File: config.mk
export PLATFORM = sky130hd
export DESIGN_NAME = eth_tx_sched
export DESIGN_NICKNAME = d
export VERILOG_FILES = /design/src/rtl/eth_tx_sched_pkg.sv /design/src/rtl/eth_tx_rr_arb.sv /design/src/rtl/eth_tx_sched.sv
export SDC_FILE = /design/constraint.sdc
export NUM_CORES = 1
export LEC_CHECK = 0
export BUFFER_PORTS_ARGS = -buffer_cell sky130_fd_sc_hd__buf_2
export CORE_UTILIZATION = 39
export CTS_BUF_LIST = sky130_fd_sc_hd__clkbuf_16
export CTS_CLUSTER_SIZE = 24
export DETAILED_ROUTE_END_ITERATION = 8
export PLACE_DENSITY = 0.73
export REMOVE_ABC_BUFFERS = 1
export SYNTH_ARGS = -nofsm -noshare
export SYNTH_HDL_FRONTEND = slang
export SYNTH_SLANG_ARGS = --single-unit
File: constraint.sdc
create_clock -name clk -period 2.3 [get_ports clk]
set_input_delay 0.345 -clock clk [delete_from_list [all_inputs] [get_ports clk]]
set_output_delay 0.345 -clock clk [all_outputs]
set_load 0.1 [all_outputs]
File: src/rtl/eth_tx_sched_pkg.sv
// rtl/eth_tx_sched_pkg.sv - shared types and defaults for the tx scheduler
package eth_tx_sched_pkg;

    typedef enum logic [2:0] {
        IDLE,
        GRANT,
        WAIT_START,
        BUSY,
        GAP
    } tx_state_t;

    typedef enum logic {
        SRC_CPU = 1'b0,
        SRC_ARP = 1'b1
    } tx_src_t;

    localparam int DEF_IFG_CYCLES    = 12;
    localparam int DEF_START_TIMEOUT = 64;
    localparam int DEF_CNT_W         = 16;

    function automatic int max_int(input int a, input int b);
        return (a > b) ? a : b;
    endfunction

endpackage

File: src/rtl/eth_tx_rr_arb.sv
// rtl/eth_tx_rr_arb.sv - request latches and two-way round-robin grant decision
module eth_tx_rr_arb
    import eth_tx_sched_pkg::*;
(
    input  logic        clk,
    input  logic        rst,
    input  logic [1:0]  i_req,
    input  logic        i_arb_en,
    output logic [1:0]  o_pending,
    output logic        o_grant_vld,
    output tx_src_t     o_grant_src
);

    logic [1:0] r_pending;
    tx_src_t    r_last;
    tx_src_t    w_src;
    logic [1:0] w_clr;

    always_comb begin
        w_src = SRC_CPU;
        case (r_pending)
            2'b01:   w_src = SRC_CPU;
            2'b10:   w_src = SRC_ARP;
            2'b11:   w_src = (r_last == SRC_CPU) ? SRC_ARP : SRC_CPU;
            default: w_src = SRC_CPU;
        endcase
    end

    assign o_grant_vld = i_arb_en && (r_pending != 2'b00);
    assign o_grant_src = w_src;
    assign o_pending   = r_pending;
    assign w_clr       = o_grant_vld ? ((w_src == SRC_ARP) ? 2'b10 : 2'b01) : 2'b00;

    // A new pulse on the cycle its source is granted survives the clear.
    always_ff @(posedge clk or posedge rst) begin
        if (rst) begin
            r_pending <= 2'b00;
            r_last    <= SRC_ARP;
        end else begin
            r_pending <= (r_pending & ~w_clr) | i_req;
            if (o_grant_vld) r_last <= w_src;
        end
    end

endmodule

File: src/rtl/eth_tx_sched.sv
// rtl/eth_tx_sched.sv - tx scheduler FSM; ETH_TX_SCHED_STATS_EN enables statistics counters
module eth_tx_sched
    import eth_tx_sched_pkg::*;
#(
    parameter int IFG_CYCLES    = DEF_IFG_CYCLES,
    parameter int START_TIMEOUT = DEF_START_TIMEOUT,
    parameter int CNT_W         = DEF_CNT_W
) (
    input  logic             clk,
    input  logic             rst,
    input  logic [1:0]       i_req,
    output logic [1:0]       o_pending,
    output logic             o_sel,
    output logic             o_send_en,
    input  logic             i_tx_en,
    output logic             o_busy,
    output logic             o_done,
    output logic             o_done_src,
    output logic             o_timeout,
    output logic [CNT_W-1:0] o_frame_cnt,
    output logic [CNT_W-1:0] o_timeout_cnt
);

    localparam int TMR_W = $clog2(max_int(IFG_CYCLES, START_TIMEOUT)) + 1;

    tx_state_t        r_state, w_state_nxt;
    tx_src_t          r_sel;
    logic             r_send_en;
    logic [TMR_W-1:0] r_tmr;
    logic             w_tmr_clr, w_tmr_inc, w_done, w_timeout, w_arb_en, w_grant_vld;
    tx_src_t          w_grant_src;

    eth_tx_rr_arb u_arb (
        .clk         (clk),
        .rst         (rst),
        .i_req       (i_req),
        .i_arb_en    (w_arb_en),
        .o_pending   (o_pending),
        .o_grant_vld (w_grant_vld),
        .o_grant_src (w_grant_src)
    );

    always_comb begin
        w_state_nxt = r_state;
        w_tmr_clr   = 1'b0;
        w_tmr_inc   = 1'b0;
        w_done      = 1'b0;
        w_timeout   = 1'b0;
        w_arb_en    = 1'b0;
        case (r_state)
            IDLE: begin
                w_arb_en = 1'b1;
                if (w_grant_vld) w_state_nxt = GRANT;
            end
            GRANT: begin
                w_tmr_clr   = 1'b1;
                w_state_nxt = WAIT_START;
            end
            WAIT_START: begin
                if (i_tx_en) begin
                    w_state_nxt = BUSY;
                end else if (r_tmr == TMR_W'(START_TIMEOUT - 1)) begin
                    w_timeout   = 1'b1;
                    w_tmr_clr   = 1'b1;
                    w_state_nxt = GAP;
                end else begin
                    w_tmr_inc = 1'b1;
                end
            end
            BUSY: begin
                if (!i_tx_en) begin
                    w_done      = 1'b1;
                    w_tmr_clr   = 1'b1;
                    w_state_nxt = GAP;
                end
            end
            GAP: begin
                if (r_tmr == TMR_W'(IFG_CYCLES - 1)) w_state_nxt = IDLE;
                else                                 w_tmr_inc   = 1'b1;
            end
            default: w_state_nxt = IDLE;
        endcase
    end

    // Start strobe comes from a flop so eth_send never sees a decode glitch.
    always_ff @(posedge clk or posedge rst) begin
        if (rst) begin
            r_state   <= IDLE;
            r_sel     <= SRC_CPU;
            r_send_en <= 1'b0;
            r_tmr     <= '0;
        end else begin
            r_state   <= w_state_nxt;
            r_send_en <= (w_state_nxt == GRANT);
            if (w_grant_vld) r_sel <= w_grant_src;
            if (w_tmr_clr)      r_tmr <= '0;
            else if (w_tmr_inc) r_tmr <= r_tmr + TMR_W'(1);
        end
    end

    assign o_sel      = r_sel;
    assign o_send_en  = r_send_en;
    assign o_busy     = (r_state != IDLE);
    assign o_done     = w_done;
    assign o_done_src = r_sel;
    assign o_timeout  = w_timeout;

`ifdef ETH_TX_SCHED_STATS_EN
    logic [CNT_W-1:0] r_frame_cnt, r_timeout_cnt;

    always_ff @(posedge clk or posedge rst) begin
        if (rst) begin
            r_frame_cnt   <= '0;
            r_timeout_cnt <= '0;
        end else begin
            if (w_done)    r_frame_cnt   <= r_frame_cnt + CNT_W'(1);
            if (w_timeout) r_timeout_cnt <= r_timeout_cnt + CNT_W'(1);
        end
    end

    assign o_frame_cnt   = r_frame_cnt;
    assign o_timeout_cnt = r_timeout_cnt;
`else
    assign o_frame_cnt   = '0;
    assign o_timeout_cnt = '0;
`endif

endmodule
-- After elaboration in Yosys (flattened, before gate mapping)
Cells that the tools add are included.
- bits in registers: 15
- bits of input ports: 5
- output and inout bits: 40
- word-level logic and storage cells: 47
- add/subtract/negate cells: 1
- equality and inequality tests: 9
- muxes and demuxes: 23
- bitwise logic cells: 3
- reduce and logical (&&, ||, !) cells: 5
- operators by type and width (cell ; count):
    2-to-1 mux 3 bit ; 5
    one-hot mux 3 bit (5 select lines) ; 1
    2-to-1 mux 7 bit ; 2
    2-to-1 mux 1 bit ; 10
    adder 7 x 1 -> 7 bit (second input constant) ; 1
    equality test 7 x 4 -> 1 bit (second input constant) ; 1
    equality test 7 x 6 -> 1 bit (second input constant) ; 1
    equality test 3 x 1 -> 1 bit (second input constant) ; 2
    equality test 3 x 2 -> 1 bit (second input constant) ; 2
    equality test 2 bit (second input constant) ; 2
    2-to-1 mux 2 bit ; 2
    one-hot mux 1 bit (2 select lines) ; 2
    nonzero test 2 bit ; 2
    equality test 3 bit (second input constant) ; 1
    zero test 3 bit ; 1
    one-hot mux 1 bit (3 select lines) ; 1
    nonzero test 3 bit ; 1
    bitwise AND 2 bit ; 1
    NOT 2 bit ; 1
    bitwise OR 2 bit ; 1
    logical AND 1 bit ; 1

-- Depth between registers and ports, before layout
- word-level depth: 7
- mapped depth: 6
- mapped depth without buffers: 5

-- Hierarchy
A second synthesis with hierarchy kept.
- cell total of the unflattened synthesis: 116
- area total of the unflattened synthesis: 1101.1 µm²
- modules (own cells, without submodules) (module ; instances ; cells an instance ; area each (µm²) ; sequential area each (µm²)):
    eth_tx_sched ; 1 ; 101 ; 958.4 ; 300.3
    eth_tx_rr_arb ; 1 ; 15 ; 142.6 ; 76.3

-- Worst setup path after synthesis
OpenSTA, ideal clock, no wires.
- kind: register -> output
- from: reg r_tmr[0]
- to: out o_timeout
- arrival time: 2.325 ns
- data required time: 1.955 ns
- slack: -0.370 ns
- stages on the path, launching flop included: 6
- buffers on the path: 1
- cells stage by stage: dfrtp_1 -> ha_1 -> and3_1 -> clkbuf_1 -> nand2_1 -> nor2_1
- cells in the longest elaborated chain, start to end: 4
- RTL lines (what ; line ; RTL):
    from (decl) ; eth_tx_sched.sv:29 ; logic [TMR_W-1:0] r_tmr;
    from (signal assigned) ; eth_tx_sched.sv:97 ; else if (w_tmr_inc) r_tmr <= r_tmr + TMR_W'(1);
    equality test 7 x 6 -> 1 bit ; eth_tx_sched.sv:62 ; end else if (r_tmr == TMR_W'(START_TIMEOUT - 1)) begin
    2-to-1 mux 1 bit ; eth_tx_sched.sv:62 ;
    2-to-1 mux 1 bit ; eth_tx_sched.sv:60 ; if (i_tx_en) begin
    2-to-1 mux 1 bit ; eth_tx_sched.sv:50 ; case (r_state)
    to (decl) ; eth_tx_sched.sv:19 ; output logic o_timeout,
Every way passes these cells.

-- Worst setup path in the final report
- from: reg r_state[2]
- to: out o_timeout
- cells in the longest elaborated chain, start to end: 2
- RTL lines (what ; line ; RTL):
    from (decl) ; eth_tx_sched.sv:26 ; tx_state_t r_state, w_state_nxt;
    from (signal assigned) ; eth_tx_sched.sv:93 ; r_state <= w_state_nxt;
    equality test 3 x 2 -> 1 bit ; eth_tx_sched.sv:50 ;
    2-to-1 mux 1 bit ; eth_tx_sched.sv:50 ;
Every way passes these cells.

==> results.py <==
metrics = {
    "cts": {
        "insertion_delay_ns": 0.24,
        "cts_inserted_buffers": 3,
        "clock_path_buffers": 2,
        "tritoncts": "built",
        "h-tree-depth": 1,
        "clock-sinks": 15,
        "clkTransAtPathRegs_ns": 0.05,
        "cts-root-buf": "clkbuf_16",
        "ctsHoldBuffers": 0,
    },
    "timing": {
        "max_freq_mhz": 473,
        "finalHoldViolCount": 0,
        "rsz0062_at_grt": "false",
        "min_period_ns": 2.11,
        "setup_viol": 0,
        "drv_slew": 0,
        "worst-slew-pin-transition_ns": 0.585,
        "fin_worst_skew_ns": 0.00277,
        "slew_headroom_pct": 61.0,
        "timing.final.crit_share_pct": 91.9,
    },
    "grt": {
        "grt_pass1_wl_microns": 2770,
        "gr-total-overflow": 0,
        "antenna_found_initial": 0,
        "grt_max_degree": 16,
        "grt.total_usage_pct": 13.7,
        "grt_pass1_vias": 616,
    },
    "synth": {
        "synthXorXnorAreaFrac_pct": 0,
        "yosys_warnings": 0,
        "yosys-top-cells-count": "33 x buf_4, 14 x dfrtp_1",
        "yosys.area.top_type": "dfrtp_1",
        "synth_edf_count": 0,
        "synthDistinctLibCells": 31,
        "synth.most_common_cell": "buf_4",
        "synthArstFlopShare_pct": 100,
        "synth_fa_ha_area_share_pct": 1.18,
        "avgSynthCellArea_sq_um": 9.51,
        "syn_inst": 111,
        "synth_ff_type": "dfrtp_1",
        "yosys.area.top_type_share_pct": 33.2,
        "synth_seq_cells": 15,
        "synth_mux_area_share_pct": 3.79,
        "synth_compound_area_share_pct": 21.6,
        "netlist_area_sq_um": 1060,
        "synth_top_family_by_area": "buffers and inverters",
        "synthSimpleGateAreaFrac_pct": 12.6,
        "yosysSeqAreaShare_pct": 35.7,
        "synthTopCellsByArea": "dfrtp_1 33%, buf_4 23%, a21o_1 4.3%",
    },
    "route": {
        "via_per_inst": 4.64,
        "ant_nets": 0,
        "wl_microns": 1860,
        "drt_iter0_markers": 10,
        "first_pass_iters": 4,
        "post_drt_wl_per_cell_microns": 12.0,
        "drc_errors": 0,
        "vias": 719,
    },
    "worst_setup_path": {
        "required_ns": 1.96,
        "reg2reg_from": "r_tmr[0]$_DFFE_PP0P_",
        "setup.worst_path.end": "o_timeout",
        "critPathLaunchType": "register",
        "r2r_slack_ns": 0.41,
        "r2r_cells": 5,
        "cp.arrival_ns": 1.77,
        "cp_max_fo": 7,
        "crit_type": "reg2out",
        "r2r-end": "r_tmr[6]$_DFFE_PP0P_",
        "cp-end-kind": "primary output",
        "crit_path_start": "r_state[2]$_DFF_PP0_",
    },
    "floorplan": {
        "die-area_sq_um": 2920,
        "fp.dieW_microns": 54.0,
        "rows": 18,
        "pin_count": 45,
        "core_sq_um": 2520,
        "initial_utilization_pct": 41.9,
        "die_h_microns": 54.0,
    },
    "pwr": {
        "pwr-share-seq_pct": 25.1,
        "p_leak_nw": 0.595,
        "pwr-share-comb_pct": 55.5,
        "ir_drop_mv": 1.22,
        "power.density_nw_per_um2": 1590,
        "clkPwrFrac_pct": 19.3,
        "power_switching_mw": 1.01,
        "swShare_pct": 56.9,
        "power_mw": 1.77,
        "p_int_uw": 762,
    },
    "place": {
        "hpwlAfterDp_microns": 1370,
        "place_congestion": 0.898,
        "placed_cells": 151,
        "port-buffer-count": 12,
    },
    "job": {
        "cap_viol_max_count": 0,
    },
    "hold_path": {
        "min_path_type": "in2async",
    },
    "finish": {
        "fin_nets": 132,
        "drive_gt1_share_pct": 20.8,
        "final_cell_count_no_fill": 155,
        "diodes": 0,
        "final_core_util_pct": 44.0,
        "area_growth_pct": 5.21,
    },
    "outcome": {
        "status": "finished clean",
    },
}
==> layout by cell type, fill, tap and decap left out <==
master,netlist,layout
conb_1,1,32
dfrtp_1,14,14
buf_2,0,11
a21oi_1,6,6
nor2_1,6,6
a21o_1,6,6
o21ai_0,6,6
nand2_1,5,5
mux2i_1,4,4
inv_1,3,3
clkbuf_16,0,3
a31oi_1,2,2
and3_1,2,2
o211ai_2,2,2
and3b_1,2,2
nand3_1,2,2
o21ai_1,2,2
nor3_1,1,1
or4_4,1,1
or4b_4,1,1
o211a_4,1,1
a311oi_1,1,1
a32o_1,1,1
a21oi_4,1,1
nor2b_1,1,1
a211oi_1,1,1
or2_2,1,1
o2111ai_2,1,1
and4_1,1,1
ha_1,1,1
clkinvlp_4,0,1
clkbuf_4,0,1
buf_4,33,1
dfstp_2,1,1
==> through the flow <==
| stage | area [sq um] | TNS (ns) | worst slack [ns] | hold WS [ns] |
|---|---|---|---|---|
| after CTS | 1110 | 0 | 0.105 | 0.172 |
| after global routing | 1110 | 0 | 0.0745 | 0.210 |
| after detailed placement | 1030 | 0 | 0.374 | 0.425 |
| after floorplan | 921 | -0.328 | -0.328 | 0.246 |
| after global placement | 1030 | 0 | 0.393 | 0.425 |
| final | 1110 | 0 | 0.186 | 0.155 |
==> worst min path at each step <==
stage / start / slack, ns / endpoint / cells past startpoint
6_report: rst / 0.16 / u_arb.o_pending[1]$_DFF_PP0_ / 2
5_1_grt: rst / 0.21 / u_arb.o_pending[1]$_DFF_PP0_ / 2
4_1_cts: rst / 0.17 / u_arb.o_pending[1]$_DFF_PP0_ / 2
3_5_place_dp: rst / 0.43 / r_tmr[3]$_DFFE_PP0P_ / 2
3_3_place_gp: rst / 0.43 / r_tmr[1]$_DFFE_PP0P_ / 2
2_1_floorplan: rst / 0.25 / o_done_src$_DFFE_PP0P_ / 1
==> routing by layer <==
metal / vias up / track usage [%] / part of all wire [%]
li1: 353 / - / -
met1: 339 / 16.7 / 43
met2: 22 / 22.6 / 50
met3: 5 / 2.54 / 4.3
met4: 0 / 7.69 / 2.1
met5: - / 0 / 0
==> area by class of cell <==
class                      instances  area, sq um
fill                             266         1410
multi-input combinational         90          533
sequential                        15          377
clock buffer                       3         75.1
timing repair buffer              13         70.1
tap                               30         37.5
inverter                           3         11.3
clock inverter                     1         7.51
==> repair_timing <==
action / in CTS / in global routing
setup endpoints to repair: 0 / 1
setup buffers: 0 / 0
gates resized for setup: 0 / 1
==> kinds of logic (layout without fill, tap and decap cells) <==
| group | count (synthesis) | in the layout |
|---|---|---|
| mux | 4 | 4 |
| fa+ha+maj | 1 | 1 |
| compound gates | 30 | 30 |
| flops | 15 | 15 |
| simple gates | 23 | 23 |
| buf+inv | 37 | 20 |
| other cells | 1 | 32 |
==> sequential cells by signal, indices dropped and copies added (netlist names) <==
register,count
r_state,3
r_tmr,7
o_send_en,1
u_arb.o_pending,2
u_arb.r_last,1
o_done_src,1
==> power by group through the flow <==
stage / logic [mW] / registers [mW] / clock network (mW)
finish: 0.982 / 0.445 / 0.342
floorplan: 0.594 / 0.685 / 0
detailed placement: 0.979 / 0.447 / 0
CTS: 0.985 / 0.444 / 0.349
global route: 1.03 / 0.457 / 0.364
global placement: 0.966 / 0.440 / 0
==> critical path: stages (launching register included) <==
cell and delay (ns):
dfrtp_1 0.46, or4b_4 0.61, nor2_1 0.12, clkbuf_4 0.34
Note: power is estimated with default switching activity, not from simulation.
